[src/rtl/sram_arb_2p.sv]
// Round-robin arbiter sharing one single-port byte-enabled SRAM between an
// instruction-fetch port (0) and a load/store port (1) on a req/gnt/rvalid handshake.
module sram_arb_2p #(
  parameter int unsigned ADDR_WIDTH = 13,
  parameter int unsigned DATA_WIDTH = 32,
  localparam int unsigned BE_WIDTH = DATA_WIDTH / 8
) (
  input  logic                  clk,
  input  logic                  rst_n,
  input  logic                  p0_req_i,
  input  logic [ADDR_WIDTH+1:0] p0_addr_i,
  input  logic                  p0_we_i,
  input  logic [BE_WIDTH-1:0]   p0_be_i,
  input  logic [DATA_WIDTH-1:0] p0_wdata_i,
  output logic                  p0_gnt_o,
  output logic                  p0_rvalid_o,
  output logic [DATA_WIDTH-1:0] p0_rdata_o,
  input  logic                  p1_req_i,
  input  logic [ADDR_WIDTH+1:0] p1_addr_i,
  input  logic                  p1_we_i,
  input  logic [BE_WIDTH-1:0]   p1_be_i,
  input  logic [DATA_WIDTH-1:0] p1_wdata_i,
  output logic                  p1_gnt_o,
  output logic                  p1_rvalid_o,
  output logic [DATA_WIDTH-1:0] p1_rdata_o,
  output logic                  sram_cen_n_o,
  output logic                  sram_gwen_n_o,
  output logic [BE_WIDTH-1:0]   sram_ben_n_o,
  output logic [ADDR_WIDTH-1:0] sram_a_o,
  output logic [DATA_WIDTH-1:0] sram_d_o,
  input  logic [DATA_WIDTH-1:0] sram_q_i
);

  logic last_gnt_q, last_gnt_d;
  logic rsp_valid_q, rsp_valid_d;
  logic rsp_owner_q, rsp_owner_d;
  logic gnt0, gnt1;
  logic unused_addr_bits;

  assign unused_addr_bits = ^{p0_addr_i[1:0], p1_addr_i[1:0]};

  // On contention the port that did not win last time gets the grant.
  assign gnt0 = p0_req_i & (~p1_req_i | last_gnt_q);
  assign gnt1 = p1_req_i & (~p0_req_i | ~last_gnt_q);

  assign p0_gnt_o = gnt0;
  assign p1_gnt_o = gnt1;

  always_comb begin
    sram_cen_n_o  = 1'b1;
    sram_gwen_n_o = 1'b1;
    sram_ben_n_o  = '1;
    sram_a_o      = '0;
    sram_d_o      = '0;
    last_gnt_d    = last_gnt_q;
    rsp_valid_d   = gnt0 | gnt1;
    rsp_owner_d   = rsp_owner_q;
    if (gnt0) begin
      sram_cen_n_o  = 1'b0;
      sram_gwen_n_o = ~p0_we_i;
      sram_ben_n_o  = p0_we_i ? ~p0_be_i : '1;
      sram_a_o      = p0_addr_i[ADDR_WIDTH+1:2];
      sram_d_o      = p0_wdata_i;
      last_gnt_d    = 1'b0;
      rsp_owner_d   = 1'b0;
    end else if (gnt1) begin
      sram_cen_n_o  = 1'b0;
      sram_gwen_n_o = ~p1_we_i;
      sram_ben_n_o  = p1_we_i ? ~p1_be_i : '1;
      sram_a_o      = p1_addr_i[ADDR_WIDTH+1:2];
      sram_d_o      = p1_wdata_i;
      last_gnt_d    = 1'b1;
      rsp_owner_d   = 1'b1;
    end
  end

  // last_gnt resets to 1 so port 0 wins the first contention.
  always_ff @(posedge clk or negedge rst_n) begin
    if (!rst_n) begin
      last_gnt_q  <= 1'b1;
      rsp_valid_q <= 1'b0;
      rsp_owner_q <= 1'b0;
    end else begin
      last_gnt_q  <= last_gnt_d;
      rsp_valid_q <= rsp_valid_d;
      rsp_owner_q <= rsp_owner_d;
    end
  end

  assign p0_rvalid_o = rsp_valid_q & ~rsp_owner_q;
  assign p1_rvalid_o = rsp_valid_q & rsp_owner_q;
  assign p0_rdata_o  = p0_rvalid_o ? sram_q_i : '0;
  assign p1_rdata_o  = p1_rvalid_o ? sram_q_i : '0;

endmodule

[config.mk]
export PLATFORM = sky130hd
export DESIGN_NAME = sram_arb_2p
export DESIGN_NICKNAME = d
export VERILOG_FILES = /design/src/rtl/sram_arb_2p.sv
export SDC_FILE = /design/constraint.sdc
export NUM_CORES = 1
export LEC_CHECK = 0
export ABC_AREA = 1
export CORE_AREA = 3 3 99 101
export CTS_CLUSTER_SIZE = 30
export DETAILED_ROUTE_END_ITERATION = 10
export DIE_AREA = 0 0 102 104
export GPL_TIMING_DRIVEN = 1
export PLACE_DENSITY_LB_ADDON = 0.15
export SLEW_MARGIN = 10
export SYNTH_ARGS = -nofsm -noshare
export SYNTH_HDL_FRONTEND = slang
export SYNTH_SLANG_ARGS = --single-unit
[constraint.sdc]
create_clock -name clk -period 1.4 [get_ports clk]
set_clock_uncertainty 0.15 [all_clocks]
set_input_delay 0.35 -clock clk [delete_from_list [all_inputs] [get_ports clk]]
set_output_delay 0.35 -clock clk [all_outputs]
set_load 0.05 [all_outputs]
==> metrics.md <==
| Metric | Value |
|---|---|
| Max incr delay on CP | around 0.55 ns |
| Critical path launch point type | register |
| Sw Share | 0.492 |
| Final Max Tran Viols | 0 |
| Synth Instances | approximately 300 |
| Reg2Reg Depth | 4 |
| Core area | 0.00911 mm2 |
| Reg2reg setup slack | around 0.090 ns |
| Switching power total | 2.61 mW |
| CTS max path bufs | 2 |
| TritonCTS Buffers | 3 |
| Crit path kind | reg2out |
| Syn_nets | roughly 440 |
| HPWL after DPL | ~8600 um |
| Skew-Pair Late Insertion Delay | about 0.22 ns |
| Max-cap viol count | 0 |
| CP startpoint | last_gnt_q |
| CP Buf/Inv Count | 3 |
| Vias in the first global route | 3329 |
| CTS sink cnt | 3 |
| Top Ports | between 200 and 300 |
| Routed vias | just over 3000 |
| Slew headroom | 0.803 |
| Cell taking the most area after synthesis | nand2_1 |
| Initial DRC Count | 36 |
| Synth top area share | 0.308 |
| RSZ-0062 raised after global routing | true |
| Combinational power share | 0.930 |
| Primary FF master, synth | dfrtp_1 |
| Share of cells above drive strength 1 | 0.639 |
| Pre-CTS setup slack | -0.737 ns |
| Final period demand of the worst path | ~2.0 ns |
| Post-synth EDFFs | 0 |
| Top-count cell post-synth | nand2_1 |
| Grt ovf | 0 |
| DRT Pass-1 Iters | 4 |
| Overall fraction of global-route tracks in use | 0.209 |
| Post-Synthesis Cell Area | roughly 0.0014 mm2 |
| Worst Path Required | about 0.9 ns |
| Clock tree from TritonCTS | done |
| First-pass GRT wire length | 17600 um |
| Period utilization | 1.42 |
| Worst hold-check path type | in2async |
| Root buffer selected by CTS | clkbuf_8 |
| Top cells by area, synth | nand2_1 31%, nand3_1 20%, nor2_1 18% |
| Fmax | between 0.5 and 0.6 GHz |
| FILL cells | ~500 |
| Area grow syn2layout | 455% |
| Async SR Flop Fraction | 1.00 |
| Total negative slack | -53.94 ns |
| Die width | 102 um |
| Top fanout value on the critical path | 6 |
| Clock Power Share | 0.047 |
| Largest net degree at the start of global routing | 14 |
| Initial antenna violation count | 0 |
| P_leak | 3.12 nW |
| VDD IR-drop max | ~0.00039 V |
| Worst Setup Slack, final | -0.591 ns |
| Port bufs | 254 |
| Yosys reg bits | 3 |
| Share of power burned in registers | 0.023 |
| Yosys warns | 0 |
| Synth unique cells | 13 |
| Antenna Nets Post-Route | 0 |
| Seq/Total Area, Yosys | 0.0564 |
| Routability congestion estimate | roughly 0.74 |
| WL per Instance | about 17 um |
| Std cell rows | 35 |
| Post-synth top cells | 111 x nand2_1, 64 x nor2_1, 54 x nand3_1 |
| Clock-pin transition on the worst setup and hold timing paths | about 0.03 ns |
| Inserted Diodes | 0 |
| Worst setup EP type | output port |
| H-tree depth | 1 |
| R2R Path Start | last_gnt_q |
| Placed Cells | roughly 670 |
| R2R Path End | rsp_valid_q |
| Status | finished with violations |
| Worst path cell trace | nand2_4, buf_12, clkbuf_16, nand3_4, nand2_4, buf_12 |
| Starting Density | 0.148 |
| Synthesized area per cell | between 4 and 5 um2 |
| Finished Layout Cells | around 700 |
| PwrDens | between 700 and 800 mW/mm2 |
| Final nets | roughly 720 |
| Worst-Margin Slew | 0.296 ns |
| Crit path max-delay cell type | dfstp_2 |
| Hold-fix buffers, CTS | 0 |
| Final Util | 0.824 |
| WL final | between 10000 and 15000 um |
| Final setup vio count | 119 |
| Die Area | approximately 0.011 mm2 |
| Failing checks | setup timing |
| Die height | ~100 um |
| DR DRC count | 0 |
| CP arrival | ~1.5 ns |
| Via/cell ratio | between 4 and 5 |
| Internal power | 2.69 mW |
| Final hold violation count | 0 |
| Largest delay share family, worst path | flip-flops |
## routing by layer
metal,vias up,wire [um],GRT usage
met5,-,0,0
met3,18,1090,0.0671
met2,168,6890,0.418
met1,1413,3540,0.201
met4,0,223,0.0431
li1,1476,-,-
## per-stage QoR
stage,power [mW],cell area (um2),hold WS [ns]
3_3_place_gp,4.30,6240,0.375
6_report,5.30,7510,0.165
3_5_place_dp,4.34,6240,0.392
2_1_floorplan,2.28,2320,-0.0956
5_1_grt,5.50,7510,0.174
4_1_cts,5.24,7350,0.164
## registers in the layout, indices dropped and copies added, names as in the netlist
name,cells
rsp_owner_q,1
last_gnt_q,1
rsp_valid_q,1
## area by class of cell
type                            count  area, um2  share of cell area
Timing Repair Buffer              300       4550               0.606
Tap cell                          111        139              0.0185
Sequential cell                     3       77.6              0.0103
Clock buffer                        4       45.0             0.00600
Multi-Input combinational cell    234       2540               0.338
Inverter                           40        160              0.0213
## power by group through the flow
stage / Clock, mW / Combinational, mW / Sequential (mW)
detailed placement: 0 / 4.23 / 0.113
global placement: 0 / 4.19 / 0.113
finish: 0.250 / 4.93 / 0.120
CTS: 0.258 / 4.86 / 0.119
global route: 0.267 / 5.11 / 0.122
floorplan: 0 / 2.17 / 0.110
## what timing repair did
item / CTS / global route
buffers inserted: 10 / 2
gates resized for setup: 144 / 23
setup endpoints to repair: 119 / 119
pin swaps: 17 / 25
hold endpoints to repair: 0 / 0
gates cloned: 10 / 1
## worst max path at each step
stage / endpoint / slack, ns / cells after the start
after floorplan: sram_a_o[10] / -0.20 / 5
after global routing: sram_d_o[10] / -0.63 / 7
after detailed placement: sram_d_o[17] / -0.74 / 6
after CTS: sram_d_o[31] / -0.59 / 6
final: sram_d_o[31] / -0.59 / 6
after global placement: sram_a_o[10] / -0.72 / 6
## cell families after synthesis
family	count (synthesis)	synth area share
compound gates	2	0.00740
simple gates	232	0.707
buf+inv	62	0.229
flops	3	0.0564
## cells in the final DEF (no fill, tap or decap)
| master | n |
|---|---|
| inv_2 | 7 |
| nor2_4 | 64 |
| inv_4 | 1 |
| nand2_1 | 38 |
| nand2_8 | 5 |
| nand3_1 | 4 |
| buf_6 | 7 |
| buf_2 | 1 |
| o21ai_0 | 2 |
| buf_8 | 4 |
| buf_4 | 9 |
| nand2_2 | 14 |
| nand2_4 | 57 |
| clkbuf_1 | 1 |
| clkbuf_8 | 3 |
| buf_16 | 12 |
| dfrtp_1 | 1 |
| dfstp_2 | 1 |
| nand3_2 | 8 |
| clkdlybuf4s50_1 | 133 |
| clkbuf_16 | 1 |
| dfrtp_2 | 1 |
| clkinvlp_4 | 2 |
| dlygate4sd2_1 | 1 |
| nand3_4 | 42 |
| buf_12 | 132 |
| inv_1 | 30 |
(Power assumes the default switching activity.)
